File: src/rtl/bcd_pkg.sv
// Shared constants for the binary-to-BCD converter: FSM states and the
// double-dabble correction parameters.
package bcd_pkg;

    typedef enum logic [1:0] {
        ST_IDLE  = 2'd0,
        ST_LOAD  = 2'd1,
        ST_SHIFT = 2'd2,
        ST_FIN   = 2'd3
    } bcd_state_e;

    localparam logic [3:0] ADD3_THRESHOLD  = 4'd4;
    localparam logic [3:0] ADD3_CORRECTION = 4'd3;

endpackage

File: src/rtl/bcd_digit_cell.sv
// One BCD digit of the double-dabble chain: pre-shift add-3 correction,
// then shift left by one with the serial input entering the LSB.
module bcd_digit_cell
    import bcd_pkg::*;
(
    input  logic       clk,
    input  logic       rst,
    input  logic       clr,
    input  logic       shift_en,
    input  logic       in,
    output logic [3:0] digit,
    output logic       carry_out
);

    logic [3:0] digit_q;
    logic [3:0] digit_d;
    logic [3:0] corr;

    always_comb begin
        corr    = (digit_q > ADD3_THRESHOLD) ? digit_q + ADD3_CORRECTION : digit_q;
        digit_d = digit_q;
        if (clr) begin
            digit_d = '0;
        end else if (shift_en) begin
            digit_d = {corr[2:0], in};
        end
    end

    always_ff @(posedge clk or posedge rst) begin
        if (rst) begin
            digit_q <= '0;
        end else begin
            digit_q <= digit_d;
        end
    end

    assign digit     = digit_q;
    // Bit leaving this digit on the shift; feeds the next digit's LSB.
    assign carry_out = corr[3];

endmodule

File: src/rtl/bcd_convert_ctrl.sv
// Sequential binary-to-BCD converter: one bit per cycle through a chain of
// digit cells, saturating to all nines with ovf when the operand is too large.
module bcd_convert_ctrl
    import bcd_pkg::*;
#(
    parameter int WIDTH  = 10,
    parameter int DIGITS = 3
) (
    input  logic                  clk,
    input  logic                  rst,
    input  logic                  start,
    input  logic [WIDTH-1:0]      bin,
    output logic                  ready,
    output logic                  done,
    output logic [4*DIGITS-1:0]   bcd,
    output logic                  ovf
);

    localparam int CNT_W = $clog2(WIDTH + 1);

    bcd_state_e          state_q, state_d;
    logic [WIDTH-1:0]    shreg_q, shreg_d;
    logic [CNT_W-1:0]    cnt_q, cnt_d;
    logic                sticky_q, sticky_d;
    logic [4*DIGITS-1:0] bcd_q, bcd_d;
    logic                ovf_q, ovf_d;
    logic                done_q, done_d;

    logic [4*DIGITS-1:0] digits_w;
    logic [4*DIGITS-1:0] nines;
    logic [DIGITS-1:0]   carry;
    logic [DIGITS-1:0]   chain_in;
    logic                shift_en;
    logic                clr;

    assign shift_en = (state_q == ST_SHIFT);
    assign clr      = (state_q == ST_LOAD);

    for (genvar g = 0; g < DIGITS; g++) begin : g_digit
        if (g == 0) begin : g_first
            assign chain_in[g] = shreg_q[WIDTH-1];
        end else begin : g_rest
            assign chain_in[g] = carry[g-1];
        end

        bcd_digit_cell u_cell (
            .clk       (clk),
            .rst       (rst),
            .clr       (clr),
            .shift_en  (shift_en),
            .in        (chain_in[g]),
            .digit     (digits_w[4*g +: 4]),
            .carry_out (carry[g])
        );
    end

    always_comb begin
        nines = '0;
        for (int unsigned i = 0; i < DIGITS; i++) begin
            nines[4*i +: 4] = 4'd9;
        end
    end

    always_comb begin
        state_d  = state_q;
        shreg_d  = shreg_q;
        cnt_d    = cnt_q;
        sticky_d = sticky_q;
        bcd_d    = bcd_q;
        ovf_d    = ovf_q;
        done_d   = 1'b0;
        case (state_q)
            ST_IDLE: begin
                if (start) begin
                    shreg_d = bin;
                    state_d = ST_LOAD;
                end
            end
            ST_LOAD: begin
                cnt_d    = CNT_W'(WIDTH);
                sticky_d = 1'b0;
                state_d  = ST_SHIFT;
            end
            ST_SHIFT: begin
                shreg_d = shreg_q << 1;
                cnt_d   = cnt_q - CNT_W'(1);
                if (carry[DIGITS-1]) begin
                    sticky_d = 1'b1;
                end
                if (cnt_q == CNT_W'(1)) begin
                    state_d = ST_FIN;
                end
            end
            ST_FIN: begin
                bcd_d   = sticky_q ? nines : digits_w;
                ovf_d   = sticky_q;
                done_d  = 1'b1;
                state_d = ST_IDLE;
            end
            default: state_d = ST_IDLE;
        endcase
    end

    always_ff @(posedge clk or posedge rst) begin
        if (rst) begin
            state_q  <= ST_IDLE;
            shreg_q  <= '0;
            cnt_q    <= '0;
            sticky_q <= 1'b0;
            bcd_q    <= '0;
            ovf_q    <= 1'b0;
            done_q   <= 1'b0;
        end else begin
            state_q  <= state_d;
            shreg_q  <= shreg_d;
            cnt_q    <= cnt_d;
            sticky_q <= sticky_d;
            bcd_q    <= bcd_d;
            ovf_q    <= ovf_d;
            done_q   <= done_d;
        end
    end

    assign ready = (state_q == ST_IDLE);
    assign done  = done_q;
    assign bcd   = bcd_q;
    assign ovf   = ovf_q;

endmodule

File: config.mk
export PLATFORM = sky130hd
export DESIGN_NAME = bcd_convert_ctrl
export DESIGN_NICKNAME = d
export VERILOG_FILES = /design/src/rtl/bcd_pkg.sv /design/src/rtl/bcd_digit_cell.sv /design/src/rtl/bcd_convert_ctrl.sv
export SDC_FILE = /design/constraint.sdc
export NUM_CORES = 1
export LEC_CHECK = 0
export ABC_AREA = 1
export BUFFER_PORTS_ARGS = -buffer_cell sky130_fd_sc_hd__buf_2
export CORE_MARGIN = 5
export CORE_UTILIZATION = 25
export CTS_CLUSTER_SIZE = 20
export DETAILED_ROUTE_END_ITERATION = 7
export GPL_TIMING_DRIVEN = 0
export PLACE_DENSITY = 0.45
export SKIP_CTS_REPAIR_TIMING = 1
export SLEW_MARGIN = 0
export SYNTH_ARGS = -nofsm -noshare
export SYNTH_HDL_FRONTEND = slang
export SYNTH_SLANG_ARGS = --single-unit
File: constraint.sdc
create_clock -name clk -period 1.3 [get_ports clk]
set_input_delay 0.065 -clock clk [delete_from_list [all_inputs] [get_ports clk]]
set_output_delay 0.065 -clock clk [all_outputs]
set_load 0.02 [all_outputs]
After elaboration in Yosys (flattened, before gate mapping)
Cells that the tools add are included.
- register bits after elaboration: 43
- bits of input ports: 13
- output and inout port bits: 15
- word-level logic and storage cells: 49
- add/subtract/negate cells: 4
- $lt $le $gt $ge: 3
- equality and inequality tests: 7
- muxes and demuxes: 19
- reduce and logical (&&, ||, !) cells: 6
- operators with widths (cell ; number):
    4-bit 2-to-1 mux ; 9
    10-bit case mux with 2 select lines ; 1
    4-bit by 2-bit adder with 4-bit output (second input constant) ; 3
    4-bit by 3-bit greater-than comparator with 1-bit output (second input constant) ; 3
    12-bit 2-to-1 mux ; 1
    10-bit 2-to-1 mux ; 1
    2-bit case mux with 4 select lines ; 1
    4-bit case mux with 2 select lines ; 1
    2-bit AND reduction ; 3
    2-bit equality test (second input constant) ; 2
    4-bit by 1-bit equality test with 1-bit output (second input constant) ; 1
    2-bit 2-to-1 mux ; 2
    2-bit inequality test (second input constant) ; 2
    2-bit nonzero test ; 2
    4-bit by 1-bit subtractor with 4-bit output (second input constant) ; 1
    2-bit by 1-bit equality test with 1-bit output (second input constant) ; 1
    2-bit logical NOT ; 1
    1-bit 2-to-1 mux ; 2
    2-bit by 1-bit inequality test with 1-bit output (second input constant) ; 1
    1-bit case mux with 2 select lines ; 1

Depth between registers and ports, before layout
- word-level depth: 4
- gate-level depth with buffers: 9

Modules after synthesis
From an unflattened synthesis, not the netlist that was laid out.
- cells, all modules: 249
- area total of the unflattened synthesis: 2157.1 µm²
- by module, submodules not included (module ; instances ; cells an instance ; area an instance (µm²) ; sequential area each (µm²)):
    bcd_convert_ctrl ; 1 ; 144 ; 1395.1 ; 775.7
    bcd_digit_cell ; 3 ; 35 ; 254.0 ; 100.1

Least setup slack after synthesis
No wires, ideal clock.
- path kind: register to register
- start point: reg state_q[0]
- end point: reg shreg_q[0]
- setup time: 0.126 ns
- arrival time: 1.301 ns
- setup slack: -0.127 ns
- cell stages (with the launch flop): 7
- path buffers: 1
- cells stage by stage: dfrtp_1 > inv_1 > ha_1 > nand2_1 > o21ai_4 > buf_6 > o21ai_0
- cells in the longest elaborated chain, start to end: 3
- ends and longest elaborated chain (element ; line ; source):
    start: declaration ; bcd_convert_ctrl.sv:21 ; bcd_state_e state_q, state_d;
    start signal: assignment ; bcd_convert_ctrl.sv:114 ; state_q <= state_d;
    2-bit logical NOT * ; - ;
    named net ready ; bcd_convert_ctrl.sv:13 ; output logic ready,
    2-bit inequality test (no line) or 2-bit nonzero test (tied branches) ; - ;
    2-bit AND reduction (no line) ; - ;
    end signal: assignment ; bcd_convert_ctrl.sv:115 ; shreg_q <= shreg_d;
    end: declaration ; bcd_convert_ctrl.sv:22 ; logic [WIDTH-1:0] shreg_q, shreg_d;
The timed path passes the listed nets; every way through them passes the cells marked *.
A chain may end at the register's enable or synchronous reset.

Worst setup path after layout
- start point: reg state_q[1]
- end point: reg bcd_q[7], in the netlist bcd[7]
- cells in the longest elaborated chain, start to end: 1
- ends and longest elaborated chain (element ; line ; source):
    2-bit equality test ; bcd_convert_ctrl.sv:72 ; case (state_q)
    end signal: assignment ; bcd_convert_ctrl.sv:110 ; bcd_q <= '0;
    end signal: assignment ; bcd_convert_ctrl.sv:118 ; bcd_q <= bcd_d;
    end: declaration ; bcd_convert_ctrl.sv:25 ; logic [4*DIGITS-1:0] bcd_q, bcd_d;
No other way between the ends.

==> out/qor.csv <==
stage;metric;value;unit
yosys;Compound-Gate Fraction of Synth Area;14.6;%
die;core area;8260;µm²
place;port bufs;27;
timing;Worst Max-Slew Pin Slew;516;ps
worst_hold_path;Hold Crit Class;input port to register;
timing;Slew HR;65.6;%
route;total number of vias;1802;
die;initial core utilization;25.8;%
yosys;synth top area cells;dfrtp_1 (50%), nand2_1 (12%), inv_1 (6.7%);
global_route;vias in the first global route;1633;
yosys;synthesized area per cell;8.50;µm²
route;total wire length;4990;µm
worst_setup_path;crit path DAT;1580;ps
worst_setup_path;cells along the critical path;buf_6, ha_4, buf_8, inv_8, nor2_4, buf_4, a21oi_2;
timing;fin. max-slew vios;0;
power_and_ir_drop;Comb pwr share;61.5;%
global_route;largest net degree at the start of global routing;24;
worst_setup_path;reg-to-reg setup timing slack;-80;ps
power_and_ir_drop;worst vdd ir;0.000956;V
finish;Finished Layout Cells;418;
die;Row Count;33;
yosys;EDFF count, synth;0;
finish;Layout Utilization;35.8;%
yosys;Synth Area in Adders;5.28;%
clock_tree;CTS Buf Count;5;
run_status;failing checks;negative setup slack;
finish;area grow syn2layout;38.7;%
clock_tree;Clock Sinks;43;
place;GPL Wtd Cong;0.714;
global_route;Overall Global Routing Usage;9.48;%
yosys;mux contribution to synthesized area;0;%
route;antenna viol nets, final;0;
clock_tree;root buf cell;clkbuf_8;
power_and_ir_drop;Clk pwr share;11.0;%
yosys;Post-synth top cells;nand2_1 (68), dfrtp_1 (43), inv_1 (38);
yosys;ys flop type;dfrtp_1;
power_and_ir_drop;PwrDens;2840;nW/µm²
route;TritonRoute pass-1 iters;4;
worst_setup_path;CP max FO;7;
worst_setup_path;Crit path required time;1500;ps
route;DRC viols;0;
worst_setup_path;Critical Path Max Stage Delay;410;ps
worst_setup_path;CP Class;register to register;
place;dpl hpwl;3350;µm
run_status;outcome;finished with violations;
yosys;Synth area leader;dfrtp_1;
worst_setup_path;crit path launch;state_q[1];
die;Top Ports;28;
power_and_ir_drop;Int Power;4.63;mW
worst_setup_path;Critical Path End Type;register;
worst_setup_path;Slowest cell on crit path;dfrtp_2;
finish;antenna fix cells;0;
yosys;XOR/XNOR share of the synthesized area;0;%
yosys;ys async rst share;100;%
finish;Nets;334;
yosys;Simple-Gate Fraction of Synth Area;19.3;%
clock_tree;CTS tree;done;
timing;Layout Skew;17.0;ps
timing;final setup vio count;30;
worst_setup_path;worst setup path end;bcd[7];
worst_hold_path;Hold Path Origin;bin[4];
timing;Hold Violations, Final;0;
route;initial detailed-routing violation count;70;
yosys;register area share after synthesis;50.4;%
yosys;largest family of logic cells by synthesized area;simple AND/OR/NAND/NOR gates;
global_route;first-pass GRT wire length;7780;µm
clock_tree;Worst-Skew Late Latency;310;ps
power_and_ir_drop;Leak Pwr;1.44;nW
route;vias per cell;4.31;
timing;Final min period;1380;ps
clock_tree;clock-pin transition on the worst setup and hold timing paths;100;ps
place;Placed Cells;384;
worst_setup_path;Reg-to-Reg End;bcd[7];
yosys;#FFs+latches synth;43;
timing;Max Freq;726;MHz
die;Die Span Y;102;µm
place;pre-CTS setup slack;-213;ps
power_and_ir_drop;sequential share of power;27.5;%
global_route;antenna violations before repair;0;
yosys;distinct cell type count after synthesis;21;
timing;RSZ-0062 raised after global routing;yes;
yosys;Mapped Cells;251;
yosys;Syn Nets;273;
yosys;post-synth top area share;50.4;%
flow_run;max_cap viols;0;
global_route;gr ovfl total;0;
route;routed len/inst;11.9;µm
finish;layout cells sized above 1;40.6;%
power_and_ir_drop;switching pwr;3.78;mW
timing;PnR worst setup slack;-77.9;ps
clock_tree;Bufs on Longest Clock Path;2;
die;Die W;102;µm
clock_tree;H-Tree Depth;2;
yosys;Syn. warnings;0;
power_and_ir_drop;Sw Share;44.9;%
timing;Tcrit/Tclk final;106;%
die;DIE AREA;10500;µm²
worst_setup_path;Critical Path Source Type;register;
finish;Fill cells;838;
worst_setup_path;FF-to-FF Start;state_q[1];
yosys;Syn Std Cell Area;2130;µm²
worst_setup_path;reg2reg path depth;7;
yosys;cell with the most instances after synthesis;nand2_1;
## critical path: cells and delay by family (launching register included)
family	cells	cell delay, ps
AOI/OAI and AO/OA	1	40
and+or+nand+nor	1	220
DFF	1	410
adders and majority gates	1	140
buffers and inverters	4	450
## power by group through the flow
| stage | sequential, mW | combinational [mW] | clock [mW] |
|---|---|---|---|
| after floorplan | 2.50 | 2.56 | 0 |
| after global placement | 2.30 | 3.67 | 0 |
| after detailed placement | 2.31 | 3.72 | 0 |
| after CTS | 2.28 | 3.73 | 0.945 |
| after global routing | 2.39 | 5.78 | 0.989 |
| final | 2.32 | 5.17 | 0.921 |
## logic make-up after synthesis
family	after synthesis
and+or+nand+nor	101
buffers and inverters	49
adders and majority gates	9
DFF	43
AOI/OAI and AO/OA	49
## routing by layer
layer	track usage [%]	part of all wire (%)
met5	0	0
met4	3.03	0.92
met3	2.46	4.8
met2	14.9	46
met1	12.7	49
## layout make-up
cell class              count  area, µm²  share of cell area (%)
repair buffers             54        387                    13.1
inverters                  41        171                    5.80
multi-input cells         159        995                    33.6
clock inverters             3       23.8                   0.804
flip-flops and latches     43       1080                    36.5
well taps                 105        131                    4.44
plain buffers               8        103                    3.47
clock buffers               5       68.8                    2.33
## sequential cells by signal, indices dropped and copies added (netlist names)
register	flops
bcd	12
cnt_q	4
done	1
g_digit.u_cell.digit	12
ovf	1
shreg_q	10
state_q	2
sticky_q	1
## metrics by stage
stage	instance area [µm²]	setup TNS [ps]	hold slack (ps)	total power, mW
after floorplan	2140	-116	215	5.06
after global placement	2410	-26390	316	5.97
after detailed placement	2440	-5730	132	6.03
after CTS	2530	-7200	-206	6.96
after global routing	2960	-3540	10.4	9.16
final	2960	-1390	4.20	8.41
## cell usage in the layout, fill, tap and decap left out, types with 7 or more instances in the layout
cell type,instances
nor2_1,11
clkbuf_8,7
nand3_1,9
dfrtp_1,41
o21ai_1,7
buf_2,27
buf_6,9
inv_1,28
nand2_1,62
inv_2,8
o21ai_2,14
o211ai_1,9
buf_4,19
## how the worst min path moves through the flow
stage                                       to  slack (ps)  cells after the start
floorplan                           shreg_q[0]         220                      2
finish                              shreg_q[4]           4                      3
CTS                 g_digit[2].u_cell.digit[0]        -210                      2
detailed placement                  shreg_q[3]         130                      2
global route                        shreg_q[3]          10                      3
global placement                    shreg_q[0]         320                      3
Power figures use the tool's default switching activity.
